## src/rtl/bcd_pkg.sv

```systemverilog
// Shared types and helpers for the sequential binary-to-BCD converter.
package bcd_pkg;

    localparam int BCD_NIBBLE = 4;

    typedef enum logic [1:0] {
        IDLE,
        SHIFT,
        DONE
    } state_t;

    // Decimal digits needed for a width-bit unsigned value (log10(2) ~ 0.301).
    function automatic int bcd_digits(input int width);
        return (width * 301) / 1000 + 1;
    endfunction

endpackage

```

## src/rtl/bcd_add3_digit.sv

```systemverilog
// Double-dabble digit correction: a digit of 5 or more gets 3 added before the shift.
module bcd_add3_digit
    import bcd_pkg::*;
(
    input  logic [BCD_NIBBLE-1:0] digit,
    output logic [BCD_NIBBLE-1:0] adjusted
);

    always_comb begin
        adjusted = (digit >= 4'd5) ? digit + 4'd3 : digit;
    end

endmodule

```

## src/rtl/bin_to_bcd_seq.sv

```systemverilog
// Multi-cycle binary-to-BCD converter (shift-and-add-3, one bit per clock)
// with valid/ready handshakes and optional two's-complement input.
module bin_to_bcd_seq
    import bcd_pkg::*;
#(
    parameter int WIDTH  = 8,
    parameter bit SIGNED = 1'b0,
    localparam int DIGITS = bcd_digits(WIDTH)
) (
    input  logic                       clk,
    input  logic                       rst,
    input  logic                       in_valid,
    output logic                       in_ready,
    input  logic [WIDTH-1:0]           in_bin,
    output logic                       out_valid,
    input  logic                       out_ready,
    output logic [BCD_NIBBLE*DIGITS-1:0] out_bcd,
    output logic                       out_neg
);

    localparam int CNT_W = $clog2(WIDTH + 1);
    localparam int BCD_W = BCD_NIBBLE * DIGITS;
    localparam logic [CNT_W-1:0] LAST = CNT_W'(WIDTH - 1);

    state_t state, state_next;

    logic [CNT_W-1:0] count;
    logic [WIDTH-1:0] bin_sr;
    logic [WIDTH-1:0] bin_next;
    logic [WIDTH-1:0] operand;
    logic [BCD_W-1:0] bcd_acc;
    logic [BCD_W-1:0] bcd_adj;
    logic [BCD_W-1:0] bcd_shifted;
    logic             neg;
    logic             operand_neg;
    logic             load;
    logic             step;
    logic             unused_carry;

    // Only the magnitude is converted; the sign travels separately.
    assign operand_neg = SIGNED && in_bin[WIDTH-1];
    assign operand     = operand_neg ? -in_bin : in_bin;

    always_ff @(posedge clk) begin
        if (rst) begin
            state <= IDLE;
        end else begin
            state <= state_next;
        end
    end

    always_comb begin
        state_next = state;
        in_ready   = 1'b0;
        out_valid  = 1'b0;
        load       = 1'b0;
        step       = 1'b0;
        case (state)
            IDLE: begin
                in_ready = 1'b1;
                if (in_valid) begin
                    load       = 1'b1;
                    state_next = SHIFT;
                end
            end
            SHIFT: begin
                step = 1'b1;
                if (count == LAST) begin
                    state_next = DONE;
                end
            end
            DONE: begin
                out_valid = 1'b1;
                if (out_ready) begin
                    state_next = IDLE;
                end
            end
            default: state_next = IDLE;
        endcase
    end

    for (genvar d = 0; d < DIGITS; d++) begin : g_digit
        bcd_add3_digit u_add3 (
            .digit    (bcd_acc[d*BCD_NIBBLE +: BCD_NIBBLE]),
            .adjusted (bcd_adj[d*BCD_NIBBLE +: BCD_NIBBLE])
        );
    end

    // The top digit never reaches 8 for an in-range operand, so its MSB carries nothing.
    assign unused_carry = bcd_adj[BCD_W-1];
    assign bcd_shifted  = {bcd_adj[BCD_W-2:0], bin_sr[WIDTH-1]};
    assign bin_next     = {bin_sr[WIDTH-2:0], 1'b0};

    always_ff @(posedge clk) begin
        if (load) begin
            bin_sr  <= operand;
            bcd_acc <= '0;
            neg     <= operand_neg;
        end else if (step) begin
            bin_sr  <= bin_next;
            bcd_acc <= bcd_shifted;
        end
    end

    always_ff @(posedge clk) begin
        if (rst) begin
            count   <= '0;
            out_bcd <= '0;
            out_neg <= 1'b0;
        end else if (load) begin
            count <= '0;
        end else if (step) begin
            count <= count + 1'b1;
            if (count == LAST) begin
                out_bcd <= bcd_shifted;
                out_neg <= neg;
            end
        end
    end

endmodule
```

## config.mk

```make
export PLATFORM = sky130hd
export DESIGN_NAME = bin_to_bcd_seq
export DESIGN_NICKNAME = d
export VERILOG_FILES = /design/src/rtl/bcd_pkg.sv /design/src/rtl/bcd_add3_digit.sv /design/src/rtl/bin_to_bcd_seq.sv
export SDC_FILE = /design/constraint.sdc
export NUM_CORES = 1
export LEC_CHECK = 0
export ABC_AREA = 0
export ABC_CLOCK_PERIOD_IN_PS = 4470
export BUFFER_PORTS_ARGS = -buffer_cell sky130_fd_sc_hd__clkbuf_2
export CAP_MARGIN = 30
export CELL_PAD_IN_SITES_DETAIL_PLACEMENT = 1
export CELL_PAD_IN_SITES_GLOBAL_PLACEMENT = 2
export CORE_MARGIN = 4
export CORE_UTILIZATION = 38
export CTS_CLUSTER_DIAMETER = 60
export CTS_CLUSTER_SIZE = 14
export DETAILED_ROUTE_END_ITERATION = 8
export PLACE_DENSITY = 0.9
export SYNTH_ARGS = -nofsm -noshare
export SYNTH_HDL_FRONTEND = slang
export SYNTH_SLANG_ARGS = --single-unit
```

## constraint.sdc

```tcl
create_clock -name clk -period 4.47 [get_ports clk]
set_input_delay 0.894 -clock clk [delete_from_list [all_inputs] [get_ports clk]]
set_output_delay 0.894 -clock clk [all_outputs]
set_load 0.1 [all_outputs]
```

==> metrics.md, run 1 <==
| Metric | Value |
|---|---|
| Final Skew | `0.00605 ns` |
| Final hold vios | `0` |
| Largest net degree at the start of global routing | `16` |
| Crit. End Element | `output port` |
| Critical Path RT | `3.58 ns` |
| Reg2reg start | `state[0]$_SDFFE_PP0P_` |
| Initial core utilization | `0.393` |
| Relative slew margins | `0.395` |
| Buf+Inv Stages, Crit Path | `1` |
| Crit-path leading delay family | `flip-flops` |
| # fillers | `500` |
| RD Place Congestion | `0.785` |
| Multi-input gate area | `803 um2` |
| HP Start | `out_bcd[0]$_SDFFE_PP0P_` |
| Grt total ovfl | `0` |
| Die extent in y | `approximately 75 um` |
| Status | `complete, no violations` |
| Crit Path Category | `reg -> out` |
| Final wirelength | `4040 um` |
| Count of pins over their slew limit | `0` |
| Fin crit period | `2.31 ns` |
| Nets | `212` |
| Internal Power | `between 0.5 and 0.6 mW` |
| Ys flop type | `dfxtp_1` |
| Switching portion of total power | `0.258` |
| Sum Neg Setup Slack | `0 ns` |
| CTS max path bufs | `2` |
| Finished Cell Area | `1950 um2` |
| R2r setup slk | `2.68 ns` |
| Synthesis-stage register bit count | `38` |
| Initial antenna violation count | `0` |
| First-pass GRT wire length | `6640 um` |
| Via Count | `1363` |
| TritonCTS Sinks | `38` |
| Layout cells sized above 1 | `0.211` |
| Unrepaired setup endpoints after global routing | `no` |
| Synth unique cells | `41` |
| Clk slew on worst S/H paths | `approximately 0.070 ns` |
| CTS H-Tree Depth | `2` |
| Worst-Margin Slew | `0.906 ns` |
| Critical path's largest stage delay | `about 0.47 ns` |
| Die area | `5640 um2` |
| Reg area | `~840 um2` |
| Crit path cell chain | `and2b_1 > clkbuf_2` |
| R2R cell count | `4` |
| DR iter-0 viols | `74` |
| Leakage power | `0.843 nW` |
| DR WL/cell | `16.4 um` |
| Slowest cell on the critical path | `dfxtp_1` |
| Worst IR drop on VDD | `between 0.15 and 0.2 mV` |
| Placed Area | `~1900 um2` |
| Post-synth EDFFs | `8` |
| Combinational share of power | `0.121` |
| CTS Buf Count | `5` |
| Setup violations, final | `0` |
| Hold Path End | `out_bcd[0]$_SDFFE_PP0P_` |
| Worst Setup Start Kind | `flop` |
| Post-CTS Setup Inserts | `0` |
| Core Footprint | `4350 um2` |
| # DRC | `0` |
| F_max | `433 MHz` |
| Area grow syn2layout | `14.3%` |
| Hold path depth | `2` |
| DRT antenna net count | `0` |
| Synth Instances | `167` |
| PwrDens | `362 nW/um2` |
| Crit. Startpoint | `state[1]$_SDFFE_PP0P_` |
| Ys async rst share | `0` |
| Top Ports | `27` |
| Largest fanout on the critical path | `8` |
| Fin crit share | `0.516` |
| Maxcap violations | `0` |
| Worst hold path type | `reg -> reg` |
| Clock tree from TritonCTS | `built` |
| Gr usage total | `0.156` |
| Antenna Cells | `0` |
| First-pass iteration count of the detailed router | `4` |
| Syn Nets | `186` |
| HPWL Detailed | `3110 um` |
| Num rows | `24` |
| PortBufs | `25` |
| PostCTS Resize Cnt | `0` |
| Sequential area share after synthesis | `0.492` |
| Clk_lat worst skew | `0.29 ns` |
| Crit path DAT | `1.41 ns` |
| Psw | `0.182 mW` |
| Syn Area/Cell | `10.2 um2` |
| Final Util | `0.449` |
| Ys Warns | `0` |
| Clk network pwr share | `0.336` |
| Clk root buf | `clkbuf_8` |
| Vias in the first global route | `1413` |
| Hold buffer count at CTS | `0` |
| Die width | `75.1 um` |
| Crit Reg-Reg Endpoint | `count[3]$_SDFFE_PP0N_` |
| Synthesized area | `roughly 1700 um2` |
| Drt via density | `roughly 5.5` |
| Seq pwr share | `0.543` |
-- metrics by stage --
stage / cells / hold WS [ns] / power (mW) / setup WS, ns
after global placement: 238 / 0.448 / 0.470 / 2.17
after CTS: 246 / 0.467 / 0.716 / 2.16
after global routing: 246 / 0.480 / 0.743 / 2.07
final: 246 / 0.462 / 0.708 / 2.16
after detailed placement: 238 / 0.456 / 0.478 / 2.09
after floorplan: 167 / 0.444 / 0.453 / 1.70
-- power groups by stage --
| stage | combinational (mW) | sequential [mW] | clock, mW |
|---|---|---|---|
| after floorplan | 0.0653 | 0.387 | 0 |
| after detailed placement | 0.0859 | 0.392 | 0 |
| after global routing | 0.0943 | 0.386 | 0.262 |
| after global placement | 0.0796 | 0.390 | 0 |
| final | 0.0858 | 0.384 | 0.238 |
| after CTS | 0.0862 | 0.384 | 0.245 |
-- kinds of logic after synthesis --
kind of cell,after synthesis,share of synthesized area
other cells,1,0.00219
flops,38,0.492
compound gates,39,0.160
fa+ha+maj,7,0.0512
buf+inv,14,0.0388
xor+xnor,5,0.0256
simple gates,53,0.167
mux,10,0.0636
-- how the worst max path moves through the flow --
stage	to	cells past startpoint
2_1_floorplan	bin_sr[1]$_DFFE_PP_	4
3_3_place_gp	state[0]$_SDFFE_PP0P_	4
3_5_place_dp	state[0]$_SDFFE_PP0P_	4
4_1_cts	out_valid	2
5_1_grt	out_valid	2
6_report	out_valid	2
-- registers in the layout, indices dropped and copies added, names as in the netlist --
| signal | cells |
|---|---|
| out_bcd | 12 |
| bin_sr | 8 |
| bcd_acc | 12 |
| state | 2 |
| count | 4 |
-- metal layers --
| layer | GRT usage | share of wire | vias up |
|---|---|---|---|
| met4 | 0.0692 | 0.030 | 0 |
| li1 | - | - | 647 |
| met5 | 0 | 0 | - |
| met3 | 0.0467 | 0.037 | 14 |
| met1 | 0.193 | 0.43 | 668 |
| met2 | 0.252 | 0.50 | 34 |
-- placed cells by master, fill, tap and decap left out, types with 4 or more instances in the layout --
master / netlist / final
mux2_2: 6 / 6
and3_1: 6 / 6
a211oi_1: 5 / 5
dfxtp_1: 30 / 30
clkbuf_2: 0 / 25
nor2_1: 7 / 7
nand2_1: 10 / 10
ha_1: 7 / 7
nor3b_1: 4 / 4
inv_1: 8 / 8
nand2b_1: 5 / 5
nor3_1: 8 / 8
o21ai_0: 7 / 7
a21o_1: 6 / 6
a22o_1: 5 / 5
a21oi_1: 7 / 7
clkbuf_8: 0 / 6
edfxtp_1: 8 / 8
nand3_1: 4 / 4
-- final cells by class --
class,instances,share of cell area
Sequential cell,38,0.430
Multi-Input combinational cell,115,0.411
Timing Repair Buffer,25,0.0640
Clock buffer,6,0.0423
Tap cell,52,0.0333
Inverter,8,0.0154
Clock inverter,2,0.00384
-- synth_stat cells (2+ instances only) --
cell type,number,area share
nor3b_1,4,0.018
a21oi_1,7,0.020
mux2i_1,3,0.018
nand2_1,10,0.022
dfxtp_1,30,0.35
a211o_1,2,0.010
buf_2,2,0.0059
a22o_1,5,0.026
xor2_1,2,0.010
xnor2_1,3,0.015
nand3_1,4,0.012
inv_1,8,0.018
edfxtp_1,8,0.14
o21ai_0,7,0.020
nor2_1,7,0.015
nor3_1,8,0.023
o22ai_1,2,0.0073
and3_1,6,0.022
a211oi_1,5,0.022
ha_1,7,0.051
nand2b_1,5,0.018
a21o_1,6,0.026
clkbuf_1,2,0.0044
nor2_2,2,0.0073
mux2_2,6,0.039
-- tightest hold or removal path, stage by stage (launching register included) --
cell	delay, ns
dfxtp_1	0.31
nand2_1	0.05
a21oi_1	0.05
No activity file was read; power rests on OpenSTA's default activity.
==> run 2, diff against run 1 <==
--- a/config.mk
+++ b/config.mk
@@ -6,17 +6,17 @@
 export NUM_CORES = 1
 export LEC_CHECK = 0
 export ABC_AREA = 0
-export ABC_CLOCK_PERIOD_IN_PS = 4470
+export ABC_CLOCK_PERIOD_IN_PS = 1900
 export BUFFER_PORTS_ARGS = -buffer_cell sky130_fd_sc_hd__clkbuf_2
 export CAP_MARGIN = 30
 export CELL_PAD_IN_SITES_DETAIL_PLACEMENT = 1
 export CELL_PAD_IN_SITES_GLOBAL_PLACEMENT = 2
 export CORE_MARGIN = 4
-export CORE_UTILIZATION = 38
+export CORE_UTILIZATION = 31
 export CTS_CLUSTER_DIAMETER = 60
 export CTS_CLUSTER_SIZE = 14
 export DETAILED_ROUTE_END_ITERATION = 8
-export PLACE_DENSITY = 0.9
+export PLACE_DENSITY = 0.8
 export SYNTH_ARGS = -nofsm -noshare
 export SYNTH_HDL_FRONTEND = slang
 export SYNTH_SLANG_ARGS = --single-unit
==> constraint.sdc (replaced) <==
create_clock -name clk -period 1.9 [get_ports clk]
set_input_delay 0.38 -clock clk [delete_from_list [all_inputs] [get_ports clk]]
set_output_delay 0.38 -clock clk [all_outputs]
set_load 0.1 [all_outputs]
==> run 2 against run 1 <==
Worst hold slack worse by 0.18 ns; cell count increased by 8.9%; sequential power is 140% higher; setup slack worse by 2.0 ns; critical endpoint is now in_ready; clock-buffer cell count is 1 higher; non-clock buffer count up 4; critical path depth did not move.
==> metrics.md, run 2 (same netlist as run 1, synthesis figures left out) <==
| Metric | Value |
|---|---|
| Status | `complete, no violations` |
| Die width | `82.3 um (+9.6%)` |
| Largest fanout on the critical path | `8 (unchanged)` |
| Finished Cell Area | `2020 um2 (+3.4%)` |
| Final Skew | `0.00497 ns (-0.00108 ns)` |
| Final wirelength | `3940 um (-2.5%)` |
| Placed Area | `1930 um2 (+3.5%)` |
| HPWL Detailed | `2850 um (-8.4%)` |
| DR WL/cell | `14.7 um (-11%)` |
| DP Worst Slack | `0.249 ns (-1.84 ns)` |
| Worst-Margin Slew | `0.545 ns (-0.361 ns)` |
| Area grow syn2layout | `18.1%` |
| Worst hold path type | `in -> reg` |
| Routed wl met2 | `1860 um (-8.3%)` |
| Slowest cell on the critical path | `clkbuf_2` |
| Layout cells sized above 1 | `0.242 (+0.0311)` |
| Critical path's largest stage delay | `0.47 ns (about the same)` |
| Die area | `6770 um2 (+20%)` |
| Num rows | `26 (+8.3%)` |
| Reg area | `841 um2 (unchanged)` |
| First-pass GRT wire length | `6620 um (-0.41%)` |
| Fin crit period | `1.74 ns` |
| Commonest non-fill, non-tap cell in the layout | `dfxtp_1` |
| R2R cell count | `4 (unchanged)` |
| Sum Neg Setup Slack | `0 ns (unchanged)` |
| Unrepaired setup endpoints after global routing | `no` |
| Most frequent cells in the layout | `dfxtp_1 (30), clkbuf_2 (24), nand2_1 (10)` |
| Maxcap violations | `0 (unchanged)` |
| Internal Power | `1.25 mW (+140%)` |
| Hold buffer count at CTS | `0 (unchanged)` |
| Clk network pwr share | `0.345 (+0.009)` |
| Clock tree from TritonCTS | `built` |
| Biggest regs | `bcd_acc: 12 flops, out_bcd: 12 flops, bin_sr: 8 flops` |
| Vias in the first global route | `1372 (-2.9%)` |
| Via Count | `1316 (-3.4%)` |
| Crit Path Category | `reg -> out` |
| Combinational share of power | `0.122 (about the same)` |
| Top Ports | `27 (unchanged)` |
| Core Footprint | `5240 um2 (+20%)` |
| TritonCTS Sinks | `38 (unchanged)` |
| Top layer in use | `met4` |
| Worst setup margin | `0.163 ns (-2.00 ns)` |
| Nets | `216 (+1.9%)` |
| Psw | `0.444 mW (+140%)` |
| Die extent in y | `82.3 um (+9.6%)` |
| Final Power | `1.70 mW (+140%)` |
| Count of pins over their slew limit | `0 (unchanged)` |
| CTS H-Tree Depth | `2 (unchanged)` |
| Switching portion of total power | `0.262 (+0.00425)` |
| Clk root buf | `clkbuf_8` |
| Hold slack | `0.283 ns (-0.179 ns)` |
| DR WL met3 | `139 um (-7.9%)` |
| Gr usage total | `0.132 (-0.0248)` |
| F_max | `576 MHz` |
| PostCTS Resize Cnt | `0 (unchanged)` |
| Fin crit share | `0.914` |
| Relative slew margins | `0.638 (+0.244)` |
| Seq pwr share | `0.533 (-0.010)` |
| RD Place Congestion | `0.743 (-5.3%)` |
| Post-CTS Setup Inserts | `0 (unchanged)` |
| Crit path cell chain | `nor2_4 > clkbuf_2` |
| Crit. End Element | `output port` |
| Setup violations, final | `0 (unchanged)` |
| # DRC | `0 (unchanged)` |
| Initial antenna violation count | `0 (unchanged)` |
| Clk_lat worst skew | `0.29 ns (about the same)` |
| Critical Path RT | `1.52 ns (-2.06 ns)` |
| Hold path depth | `2 (unchanged)` |
| Grt total ovfl | `0 (unchanged)` |
| DRT antenna net count | `0 (unchanged)` |
| # fillers | `616 (+23%)` |
| M1 WL | `1870 um (+7.4%)` |
| PwrDens | `839 nW/um2 (+130%)` |
| DR iter-0 viols | `40 (-46%)` |
| Initial core utilization | `0.327 (-0.0663)` |
| Crit path DAT | `1.36 ns (-0.05 ns)` |
| Clk slew on worst S/H paths | `0.08 ns (about the same)` |
| Worst Setup Start Kind | `flop` |
| Multi-input gate area | `813 um2 (+1.2%)` |
| CTS Buf Count | `5 (unchanged)` |
| Antenna Cells | `0 (unchanged)` |
| CTS max path bufs | `2 (unchanged)` |
| Leakage power | `0.871 nW (+3.2%)` |
| Final hold vios | `0 (unchanged)` |
| Worst IR drop on VDD | `0.379 mV (+110%)` |
| Largest net degree at the start of global routing | `14 (-2)` |
| PortBufs | `25 (unchanged)` |
| First-pass iteration count of the detailed router | `4 (unchanged)` |
| Drt via density | `4.91 (-11%)` |
## run 2: cell count changes in the layout (fill, tap and decap cells not counted), sizes merged
cell / before / now
buf: 0 / 5
clkinv: 2 / 1
## run 2: metal layers
layer,vias to the layer above,track usage
met4,0,0.0449
met1,632,0.163
met3,7,0.0456
met2,16,0.212
li1,661,-
met5,-,0
## run 2: final timing paths
check / start / to / slack [ns]
max: state[1]$_SDFFE_PP0P_ / in_ready / 0.16
min: rst / out_bcd[3]$_SDFFE_PP0P_ / 0.28
max reg2reg: state[0]$_SDFFE_PP0P_ / out_bcd[6]$_SDFFE_PP0P_ / 0.24
min reg2reg: out_bcd[0]$_SDFFE_PP0P_ / out_bcd[0]$_SDFFE_PP0P_ / 0.47
## run 2: power groups by stage
stage          Sequential (mW)  Combinational [mW]  Clock [mW]
6_report                 0.904               0.207       0.585
5_1_grt                  0.910               0.233       0.639
4_1_cts                  0.904               0.210       0.600
3_5_place_dp             0.923               0.208           0
3_3_place_gp             0.922               0.207           0
2_1_floorplan            0.912               0.156           0
## run 2: worst max-delay path: cells and delay by family, from the launching register on
kind	cells	cell delay [ns]
buffers and inverters	1	0.47
flip-flops	1	0.42
AND/OR/NAND/NOR	1	0.17
## run 2: layout make-up
cell class	instances	share of cell area
multi-input cells	115	0.402
repair buffers	29	0.0780
flip-flops and latches	38	0.416
inverters	8	0.0149
well taps	70	0.0433
clock inverters	1	0.00248
clock buffers	7	0.0427
## run 2: metrics by stage
stage / instances / utilization
after floorplan: 167 / -
after global placement: 260 / 0.368
after detailed placement: 260 / 0.368
after CTS: 268 / 0.386
after global routing: 268 / 0.386
final: 268 / 0.386
